<file path="src/rtl/seg7_pkg.sv">
// Shared constants and helpers for the signed seven-segment scan display.
// Segment codes are raw active-high {g,f,e,d,c,b,a}.
package seg7_pkg;

  localparam int unsigned SEG_W = 7;

  localparam logic [SEG_W-1:0] SEG_0     = 7'h3F;
  localparam logic [SEG_W-1:0] SEG_1     = 7'h06;
  localparam logic [SEG_W-1:0] SEG_2     = 7'h5B;
  localparam logic [SEG_W-1:0] SEG_3     = 7'h4F;
  localparam logic [SEG_W-1:0] SEG_4     = 7'h66;
  localparam logic [SEG_W-1:0] SEG_5     = 7'h6D;
  localparam logic [SEG_W-1:0] SEG_6     = 7'h7D;
  localparam logic [SEG_W-1:0] SEG_7     = 7'h07;
  localparam logic [SEG_W-1:0] SEG_8     = 7'h7F;
  localparam logic [SEG_W-1:0] SEG_MINUS = 7'h40;
  localparam logic [SEG_W-1:0] SEG_BLANK = 7'h00;

  // Widened to 5 bits so that -8 negates to +8 instead of wrapping.
  function automatic logic [3:0] abs4(input logic signed [3:0] v);
    logic signed [4:0] w;
    w = {v[3], v};
    if (w < 0) w = -w;
    return w[3:0];
  endfunction

endpackage

</file>
<file path="src/rtl/seg7_digit_decode.sv">
// Combinational magnitude (0-8) to raw active-high segment code; anything else is blank.
module seg7_digit_decode
  import seg7_pkg::*;
(
  input  logic [3:0]       mag_i,
  output logic [SEG_W-1:0] seg_o
);

  always_comb begin
    seg_o = SEG_BLANK;
    unique case (mag_i)
      4'd0:    seg_o = SEG_0;
      4'd1:    seg_o = SEG_1;
      4'd2:    seg_o = SEG_2;
      4'd3:    seg_o = SEG_3;
      4'd4:    seg_o = SEG_4;
      4'd5:    seg_o = SEG_5;
      4'd6:    seg_o = SEG_6;
      4'd7:    seg_o = SEG_7;
      4'd8:    seg_o = SEG_8;
      default: seg_o = SEG_BLANK;
    endcase
  end

endmodule

</file>
<file path="src/rtl/seg7_signed_scan.sv">
// Two-digit multiplexed display of a signed 4-bit value: digit 0 magnitude, digit 1 sign.
// The value is latched once per frame so sign and magnitude never disagree.
module seg7_signed_scan
  import seg7_pkg::*;
#(
  parameter int unsigned REFRESH_DIV    = 50000,
  parameter int unsigned BLANK_CYCLES   = 16,
  parameter bit          SEG_ACTIVE_LOW = 1'b1,
  parameter bit          AN_ACTIVE_LOW  = 1'b1
) (
  input  logic              clk_i,
  input  logic              rst_i,
  input  logic signed [3:0] value_i,
  output logic [SEG_W-1:0]  seg_o,
  output logic [1:0]        an_o,
  output logic              frame_done_o
);

  localparam int unsigned       CntW     = (REFRESH_DIV > 1) ? $clog2(REFRESH_DIV) : 1;
  localparam logic [CntW-1:0]   LastCnt  = CntW'(REFRESH_DIV - 1);
  localparam logic [CntW-1:0]   BlankCnt = CntW'(BLANK_CYCLES);
  localparam logic [SEG_W-1:0]  SegOff   = {SEG_W{SEG_ACTIVE_LOW}};
  localparam logic [1:0]        AnOff    = {2{AN_ACTIVE_LOW}};

  if (REFRESH_DIV < 2 || BLANK_CYCLES >= REFRESH_DIV) begin : g_param_err
    $error("seg7_signed_scan: need REFRESH_DIV >= 2 and BLANK_CYCLES < REFRESH_DIV");
  end

  logic [CntW-1:0]   div_cnt_q, div_cnt_d;
  logic              dig_q, dig_d;
  logic signed [3:0] held_q, held_d;
  logic              frame_done_d;
  logic [SEG_W-1:0]  seg_d;
  logic [1:0]        an_d;
  logic [SEG_W-1:0]  mag_code;
  logic [SEG_W-1:0]  seg_raw;
  logic [1:0]        an_raw;

  seg7_digit_decode u_decode (
    .mag_i (abs4(held_q)),
    .seg_o (mag_code)
  );

  always_comb begin
    div_cnt_d    = div_cnt_q + CntW'(1);
    dig_d        = dig_q;
    held_d       = held_q;
    frame_done_d = 1'b0;
    if (div_cnt_q == LastCnt) begin
      div_cnt_d = '0;
      dig_d     = ~dig_q;
      // Latch only at the sign-to-magnitude boundary so a frame shows one value.
      if (dig_q) begin
        held_d       = value_i;
        frame_done_d = 1'b1;
      end
    end
  end

  always_comb begin
    seg_raw = SEG_BLANK;
    an_raw  = 2'b00;
    if (div_cnt_q >= BlankCnt) begin
      an_raw[dig_q] = 1'b1;
      if (dig_q) seg_raw = held_q[3] ? SEG_MINUS : SEG_BLANK;
      else       seg_raw = mag_code;
    end
    seg_d = SEG_ACTIVE_LOW ? ~seg_raw : seg_raw;
    an_d  = AN_ACTIVE_LOW ? ~an_raw : an_raw;
  end

  always_ff @(posedge clk_i or posedge rst_i) begin
    if (rst_i) begin
      div_cnt_q    <= '0;
      dig_q        <= 1'b0;
      held_q       <= '0;
      frame_done_o <= 1'b0;
      seg_o        <= SegOff;
      an_o         <= AnOff;
    end else begin
      div_cnt_q    <= div_cnt_d;
      dig_q        <= dig_d;
      held_q       <= held_d;
      frame_done_o <= frame_done_d;
      seg_o        <= seg_d;
      an_o         <= an_d;
    end
  end

endmodule

</file>
<file path="config.mk">
export PLATFORM = sky130hd
export DESIGN_NAME = seg7_signed_scan
export DESIGN_NICKNAME = d
export VERILOG_FILES = /design/src/rtl/seg7_pkg.sv /design/src/rtl/seg7_digit_decode.sv /design/src/rtl/seg7_signed_scan.sv
export SDC_FILE = /design/constraint.sdc
export NUM_CORES = 1
export LEC_CHECK = 0
export ABC_CLOCK_PERIOD_IN_PS = 2200
export BUFFER_PORTS_ARGS = -buffer_cell sky130_fd_sc_hd__clkbuf_2
export CORE_ASPECT_RATIO = 1.1
export CORE_UTILIZATION = 40
export DETAILED_ROUTE_END_ITERATION = 12
export GPL_TIMING_DRIVEN = 0
export PLACE_DENSITY = 0.65
export SYNTH_ARGS = -nofsm -noshare
export SYNTH_HDL_FRONTEND = slang
export SYNTH_SLANG_ARGS = --single-unit
</file>
<file path="constraint.sdc">
create_clock -name clk_i -period 2.2 [get_ports clk_i]
set_input_delay 0.33 -clock clk_i [delete_from_list [all_inputs] [get_ports clk_i]]
set_output_delay 0.33 -clock clk_i [all_outputs]
set_load 0.05 [all_outputs]
</file>
==> results of run 1 <==
area by class of cell:
cell class / count / area (µm²)
Fill cell: 330 / 1780
Multi-Input combinational cell: 97 / 677
Buffer: 1 / 7.51
Sequential cell: 31 / 787
Clock buffer: 8 / 48.8
Inverter: 8 / 30.0
Timing Repair Buffer: 15 / 75.1
Tap cell: 48 / 60.1
worst reg2reg max path: cells and delay by family, from the launching register on:
| family | cells | cell delay (ps) |
|---|---|---|
| DFF | 1 | 430 |
| AOI/OAI and AO/OA | 2 | 480 |
| adders and majority gates | 2 | 510 |
| and+or+nand+nor | 2 | 340 |
| buffers and inverters | 2 | 190 |
worst max-delay path by stage:
| stage | to | cells past startpoint | start | slack, ps |
|---|---|---|---|---|
| final | seg_o[3]$_DFF_PP1_ | 8 | held_q[0]$_DFFE_PP0P_ | 170 |
| after global routing | seg_o[3]$_DFF_PP1_ | 8 | held_q[0]$_DFFE_PP0P_ | 30 |
| after CTS | seg_o[3]$_DFF_PP1_ | 8 | held_q[0]$_DFFE_PP0P_ | 150 |
| after detailed placement | seg_o[3]$_DFF_PP1_ | 8 | held_q[0]$_DFFE_PP0P_ | 190 |
| after global placement | seg_o[3]$_DFF_PP1_ | 8 | held_q[0]$_DFFE_PP0P_ | 200 |
| after floorplan | seg_o[3]$_DFF_PP1_ | 8 | held_q[0]$_DFFE_PP0P_ | 350 |
stage by stage:
step	cells	utilization	total power, mW	setup WS, ps	instance area, µm²
final	208	0.486	1.05	165	1690
after CTS	208	0.486	1.06	149	1690
after floorplan	137	-	0.733	350	1500
after detailed placement	200	0.472	0.762	189	1640
after global routing	208	0.486	1.10	28.7	1690
after global placement	200	0.472	0.759	202	1640
layer usage:
| metal | global-route usage | up-vias | share of wire |
|---|---|---|---|
| li1 | - | 512 | - |
| met1 | 0.185 | 499 | 0.46 |
| met2 | 0.218 | 28 | 0.46 |
| met3 | 0.0411 | 8 | 0.047 |
| met4 | 0.102 | 0 | 0.028 |
| met5 | 0 | - | 0 |
cells by family after synthesis:
group | count (synthesis) | share of synthesized area
adders and majority gates | 7 | 0.0583
muxes | 4 | 0.0300
AOI/OAI and AO/OA | 11 | 0.0475
DFF | 31 | 0.524
buffers and inverters | 9 | 0.0250
xor gates and xnor gates | 16 | 0.0933
and+or+nand+nor | 59 | 0.222
Yosys cell counts, drive strengths merged (2+ instances only):
| library cell | count | area (µm²) |
|---|---|---|
| ha | 7 | 87.6 |
| mux2 | 4 | 45.0 |
| nor3 | 4 | 20.0 |
| dfstp | 9 | 236 |
| or3 | 2 | 13.8 |
| dfrtp | 22 | 551 |
| nor4 | 3 | 33.8 |
| nand2 | 10 | 37.5 |
| xnor2 | 8 | 70.1 |
| nand3 | 6 | 30.0 |
| nand2b | 3 | 18.8 |
| o21ai | 4 | 20.0 |
| nand4 | 5 | 31.3 |
| nor2 | 13 | 48.8 |
| inv | 8 | 30.0 |
| and3 | 4 | 26.3 |
| or2 | 2 | 12.5 |
| xor2 | 8 | 70.1 |
| or4 | 2 | 18.8 |
state kept, by name (all words and copies together), names as in the netlist:
register and count:
an_o 2, dig_q 1, div_cnt_q 16, frame_done_o 1
held_q 4, seg_o 7
where the power goes:
group	leakage, nW	internal, mW	total [mW]	switching [mW]
logic	0.398	0.0376	0.139	0.101
clock network	0.0265	0.127	0.300	0.173
registers	0.378	0.601	0.611	0.00965
==> reports/results.tsv, run 1 <==
stage	metric	value	unit
outcome	status	finished, final reports clean	
synth	#FFs+latches synth	31	
grt	vias in the first global route	981	
synth	Syn Nets	150	
timing	Slew Viols, Final	0	
place	dpl hpwl	1770	µm
timing	Fin Setup TNS	0	ps
clock_tree	CTS H-tree depth	2	
routing	vias	1047	
routing	drt total wl	2400	µm
setup_path	CP top delay family	adder cells	
clock_tree	setup bufs post-CTS	0	
grt	GRT Total Usage	0.148	
timing	max_slew headroom	0.276	
setup_path	CP Cell Sequence	inv_1 -> ha_1 -> nand2_1 -> o21ai_0 -> inv_1 -> ha_1 -> or2_2 -> a311o_1	
clock_tree	CTS tree	done	
grt	global-route wire length before repair	4240	µm
routing	Routed Antenna Nets	0	
setup_path	peak fanout along the critical path	6	
layout	commonest cells after routing, fill and taps aside	dfrtp_1, clkbuf_2, nor2_1	
synth	FFs w/ async S/R, synth	1.00	
timing	worst hold slack	227	ps
grt	largest net degree at the start of global routing	32	
die	core area	0.00347	mm²
power_and_ir_drop	Power Dens Cells	623	mW/mm²
setup_path	Worst R2R Setup Slack	170	ps
timing	clk_skew	11.9	ps
setup_path	crit path DAT	2280	ps
die	starting density of the core	0.433	
setup_path	CP endpoint kind	flop	
timing	RSZ-0062 raised after global routing	no	
layout	Nets	172	
timing	period utilisation layout	0.925	
clock_tree	CTS Hold Bufs	0	
clock_tree	Worst-path clk slew	90	ps
routing	drt drc	0	
synth	synthesized instance count	137	
clock_tree	latest clock arrival within the worst-skew pair	330	ps
layout	share of cells above drive strength 1	0.263	
worst_hold_path	Hold Path Origin	value_i[0]	
clock_tree	post-CTS sizing	0	
routing	first-pass iteration count of the detailed router	4	
place	placer's final routability congestion estimate	0.835	
routing	routed vias/inst	5.03	
timing	Max Freq	491	MHz
timing	# setup viols final	0	
synth	top_reg_cell synth	dfrtp_1	
grt	total gr overflow	0	
layout	ant diodes	0	
clock_tree	Sink Count	31	
setup_path	Bufs and invs on worst path	2	
routing	drt first-iter violations	58	
setup_path	Reg-to-Reg End	seg_o[3]$_DFF_PP1_	
die	IO Count	16	
setup_path	Critical Path Max Stage Delay	430	ps
synth	mapped cell area	0.00150	mm²
timing	Final Critical Period	2030	ps
synth	Synth cell types	36	
die	chip height	66.3	µm
clock_tree	Max Root-Sink Buffers	2	
die	die area	0.00400	mm²
layout	P&R area growth vs syn	12.3	%
die	row cnt	22	
die	chip width	60.4	µm
power_and_ir_drop	Peak supply drop	0.249	mV
setup_path	Reg2Reg Launch Point	held_q[0]$_DFFE_PP0P_	
worst_hold_path	Worst Hold Endpoint	held_q[0]$_DFFE_PP0P_	
synth	Syn. warnings	0	
worst_hold_path	Hold Crit Depth	2	
setup_path	critical path type	flop to flop	
timing	Hold Vio Cnt, Final	0	
layout	commonest non-fill, non-tap cell in the layout	dfrtp_1	
power_and_ir_drop	P_leak	0.802	nW
setup_path	Startpoint Class	flop	
synth	Mean Syn Cell Area	11.0	µm²
setup_path	reg2reg path depth	8	
grt	initial antenna violation count	0	
timing	Worst-Margin Slew	1090	ps
synth	sequential-to-total area share from yosys stat	0.524	
setup_path	Critical Path Slowest Stage Cell	dfrtp_1	
place	port bufs	15	
clock_tree	total clock buffers created by CTS	5	
clock_tree	clk root buf	clkbuf_4	
setup_path	Worst EP required	2450	ps
routing	WL per Instance	11.5	µm
worst_hold_path	Worst Hold Class	primary input to flop	
flow_run	# Max-Cap Violations	0	
synth	number of synthesized flops with an enable pin	0	
No activity file was read; power rests on OpenSTA's default activity.
==> inputs of run 2 (changes only) <==
--- a/config.mk
+++ b/config.mk
@@ -13,3 +13,3 @@
 export GPL_TIMING_DRIVEN = 0
-export PLACE_DENSITY = 0.65
+export PLACE_DENSITY = 0.6
 export SYNTH_ARGS = -nofsm -noshare
--- a/constraint.sdc
+++ b/constraint.sdc
@@ -3,2 +3,2 @@
 set_output_delay 0.33 -clock clk_i [all_outputs]
-set_load 0.05 [all_outputs]
+set_load 0.1 [all_outputs]
==> reports/results.tsv, run 2 (synthesis results as in run 1) <==
stage	metric	value	unit	change
clock_tree	Sink Count	31		unchanged
power_and_ir_drop	sw frac	0.321		was 0.271
layout	fin cells	208		unchanged
timing	# setup viols final	0		unchanged
clock_tree	clk root buf	clkbuf_4		unchanged
setup_path	crit path DAT	2290	ps	was 2280 ps
clock_tree	Worst-path clk slew	90	ps	about the same
layout	Fill cells	346		was 330
power_and_ir_drop	logic gate share of total power	0.181		was 0.132
place	placed instance area	0.00164	mm²	unchanged
place	dpl hpwl	1860	µm	was 1770 µm
power_and_ir_drop	Reg power frac	0.544		was 0.582
setup_path	Worst R2R Setup Slack	160	ps	was 170 ps
timing	Slew Viols, Final	0		unchanged
setup_path	reg2reg path depth	8		unchanged
clock_tree	CTS Hold Bufs	0		unchanged
timing	RSZ-0062 raised after global routing	no		unchanged
routing	vias	1037		was 1047
layout	Nets	172		unchanged
place	placer's final routability congestion estimate	0.853		was 0.835
clock_tree	CTS tree	done		unchanged
setup_path	critical path type	flop to flop		unchanged
outcome	status	finished, final reports clean		unchanged
clock_tree	latest clock arrival within the worst-skew pair	330	ps	about the same
clock_tree	Max Root-Sink Buffers	2		unchanged
routing	drt first-iter violations	29		was 58
power_and_ir_drop	Peak supply drop	0.198	mV	was 0.249 mV
power_and_ir_drop	P_leak	0.805	nW	was 0.802 nW
grt	GRT Total Usage	0.161		was 0.148
timing	Hold Vio Cnt, Final	0		unchanged
setup_path	peak fanout along the critical path	6		unchanged
layout	largest registers	div_cnt_q x16, seg_o x7, held_q x4		unchanged
routing	Routed Antenna Nets	0		unchanged
setup_path	CP endpoint kind	flop		unchanged
grt	initial antenna violation count	0		unchanged
routing	drt total wl	2600	µm	was 2400 µm
layout	commonest cells after routing, fill and taps aside	dfrtp_1, clkbuf_2, nor2_1		unchanged
layout	share of cells above drive strength 1	0.269		was 0.263
grt	global-route wire length before repair	4650	µm	was 4240 µm
setup_path	Startpoint Class	flop		unchanged
routing	first-pass iteration count of the detailed router	4		unchanged
die	starting density of the core	0.433		unchanged
grt	vias in the first global route	1067		was 981
die	core area	0.00347	mm²	unchanged
timing	Final Critical Period	2040	ps	was 2030 ps
worst_hold_path	Hold Path Origin	value_i[2]		was value_i[0]
clock_tree	setup bufs post-CTS	0		unchanged
setup_path	Reg-to-Reg End	seg_o[3]$_DFF_PP1_		unchanged
grt	total gr overflow	0		unchanged
clock_tree	post-CTS sizing	0		unchanged
routing	routed vias/inst	4.99		was 5.03
clock_tree	total clock buffers created by CTS	5		unchanged
timing	worst hold slack	238	ps	was 227 ps
timing	Fin Setup TNS	0	ps	unchanged
timing	Worst-Margin Slew	1120	ps	was 1090 ps
timing	clk_skew	15.2	ps	was 11.9 ps
power_and_ir_drop	Power Dens Cells	666	mW/mm²	was 623 mW/mm²
power_and_ir_drop	NetSw	0.360	mW	was 0.284 mW
layout	Largest Register	div_cnt_q		unchanged
timing	Max Freq	491	MHz	about the same
die	IO Count	16		unchanged
layout	commonest non-fill, non-tap cell in the layout	dfrtp_1		unchanged
layout	design area	0.00169	mm²	about the same
layout	P&R area growth vs syn	12.3	%	about the same
routing	WL per Instance	12.5	µm	was 11.5 µm
worst_hold_path	Worst Hold Class	primary input to flop		unchanged
power_and_ir_drop	Clock Power Share	0.275		was 0.286
layout	ant diodes	0		unchanged
timing	period utilisation layout	0.926		was 0.925
worst_hold_path	Hold Crit Depth	2		unchanged
place	port bufs	15		unchanged
layout	fin util	0.486		about the same
setup_path	Worst EP required	2460	ps	was 2450 ps
flow_run	# Max-Cap Violations	0		unchanged
place	placed insts	200		unchanged
layout	Largest register FFs	16		unchanged
grt	largest net degree at the start of global routing	32		unchanged
power_and_ir_drop	Pint	0.762	mW	was 0.766 mW
die	die area	0.00400	mm²	unchanged
die	chip height	66.3	µm	unchanged
die	row cnt	22		unchanged
die	chip width	60.4	µm	unchanged
routing	drt drc	0		unchanged
setup_path	Reg2Reg Launch Point	held_q[0]$_DFFE_PP0P_		unchanged
timing	max_slew headroom	0.251		was 0.276
worst_hold_path	Worst Hold Endpoint	held_q[2]$_DFFE_PP0P_		was held_q[0]$_DFFE_PP0P_
clock_tree	CTS H-tree depth	2		unchanged
## run 2: cell count changes in the layout (fill, tap and decap cells not counted), sizes merged
cell,delta
clkbuf,-1
clkinv,+1
## run 2: final cells by class
class	instances	area, µm²	area share
flip-flops and latches	31	787	0.467
inverters	8	30.0	0.0178
well taps	48	60.1	0.0356
clock buffers	7	45.0	0.0267
clock inverters	1	5.00	0.00297
multi-input cells	97	677	0.401
plain buffers	1	7.51	0.00445
repair buffers	15	75.1	0.0445
## run 2: power by group through the flow
stage / Clock [mW] / Combinational, mW / Sequential [mW]
2_1_floorplan: 0 / 0.0488 / 0.749
3_3_place_gp: 0 / 0.203 / 0.621
3_5_place_dp: 0 / 0.204 / 0.622
4_1_cts: 0.322 / 0.205 / 0.611
5_1_grt: 0.345 / 0.217 / 0.614
6_report: 0.309 / 0.203 / 0.611
## run 2: how the worst max path moves through the flow
stage                                     start            endpoint  slack, ps
final                     held_q[0]$_DFFE_PP0P_  seg_o[3]$_DFF_PP1_        160
after global routing      held_q[0]$_DFFE_PP0P_  seg_o[3]$_DFF_PP1_         60
after CTS                 held_q[0]$_DFFE_PP0P_  seg_o[3]$_DFF_PP1_        150
after detailed placement  held_q[0]$_DFFE_PP0P_  seg_o[3]$_DFF_PP1_        180
after global placement    held_q[0]$_DFFE_PP0P_  seg_o[3]$_DFF_PP1_        190
after floorplan           held_q[0]$_DFFE_PP0P_  seg_o[3]$_DFF_PP1_        350
## run 2: stage by stage
step	setup WS [ps]	power, mW
after global routing	55.8	1.18
after global placement	190	0.824
final	164	1.12
after floorplan	350	0.798
after CTS	153	1.14
after detailed placement	184	0.826
## run 2: worst max-delay path: stages (launching register included)
cell and delay (ps):
dfrtp_1 440, inv_1 110, ha_1 290, nand2_1 40, o21ai_0 140, inv_1 80, ha_1 210, or2_2 310
a311o_1 360
## run 2: per-layer routing
| metal | wire, µm | up-vias | GRT usage |
|---|---|---|---|
| met2 | 1300 | 24 | 0.260 |
| li1 | - | 511 | - |
| met3 | 119 | 5 | 0.0528 |
| met1 | 1130 | 497 | 0.186 |
| met5 | 0 | - | 0 |
| met4 | 47 | 0 | 0.0852 |
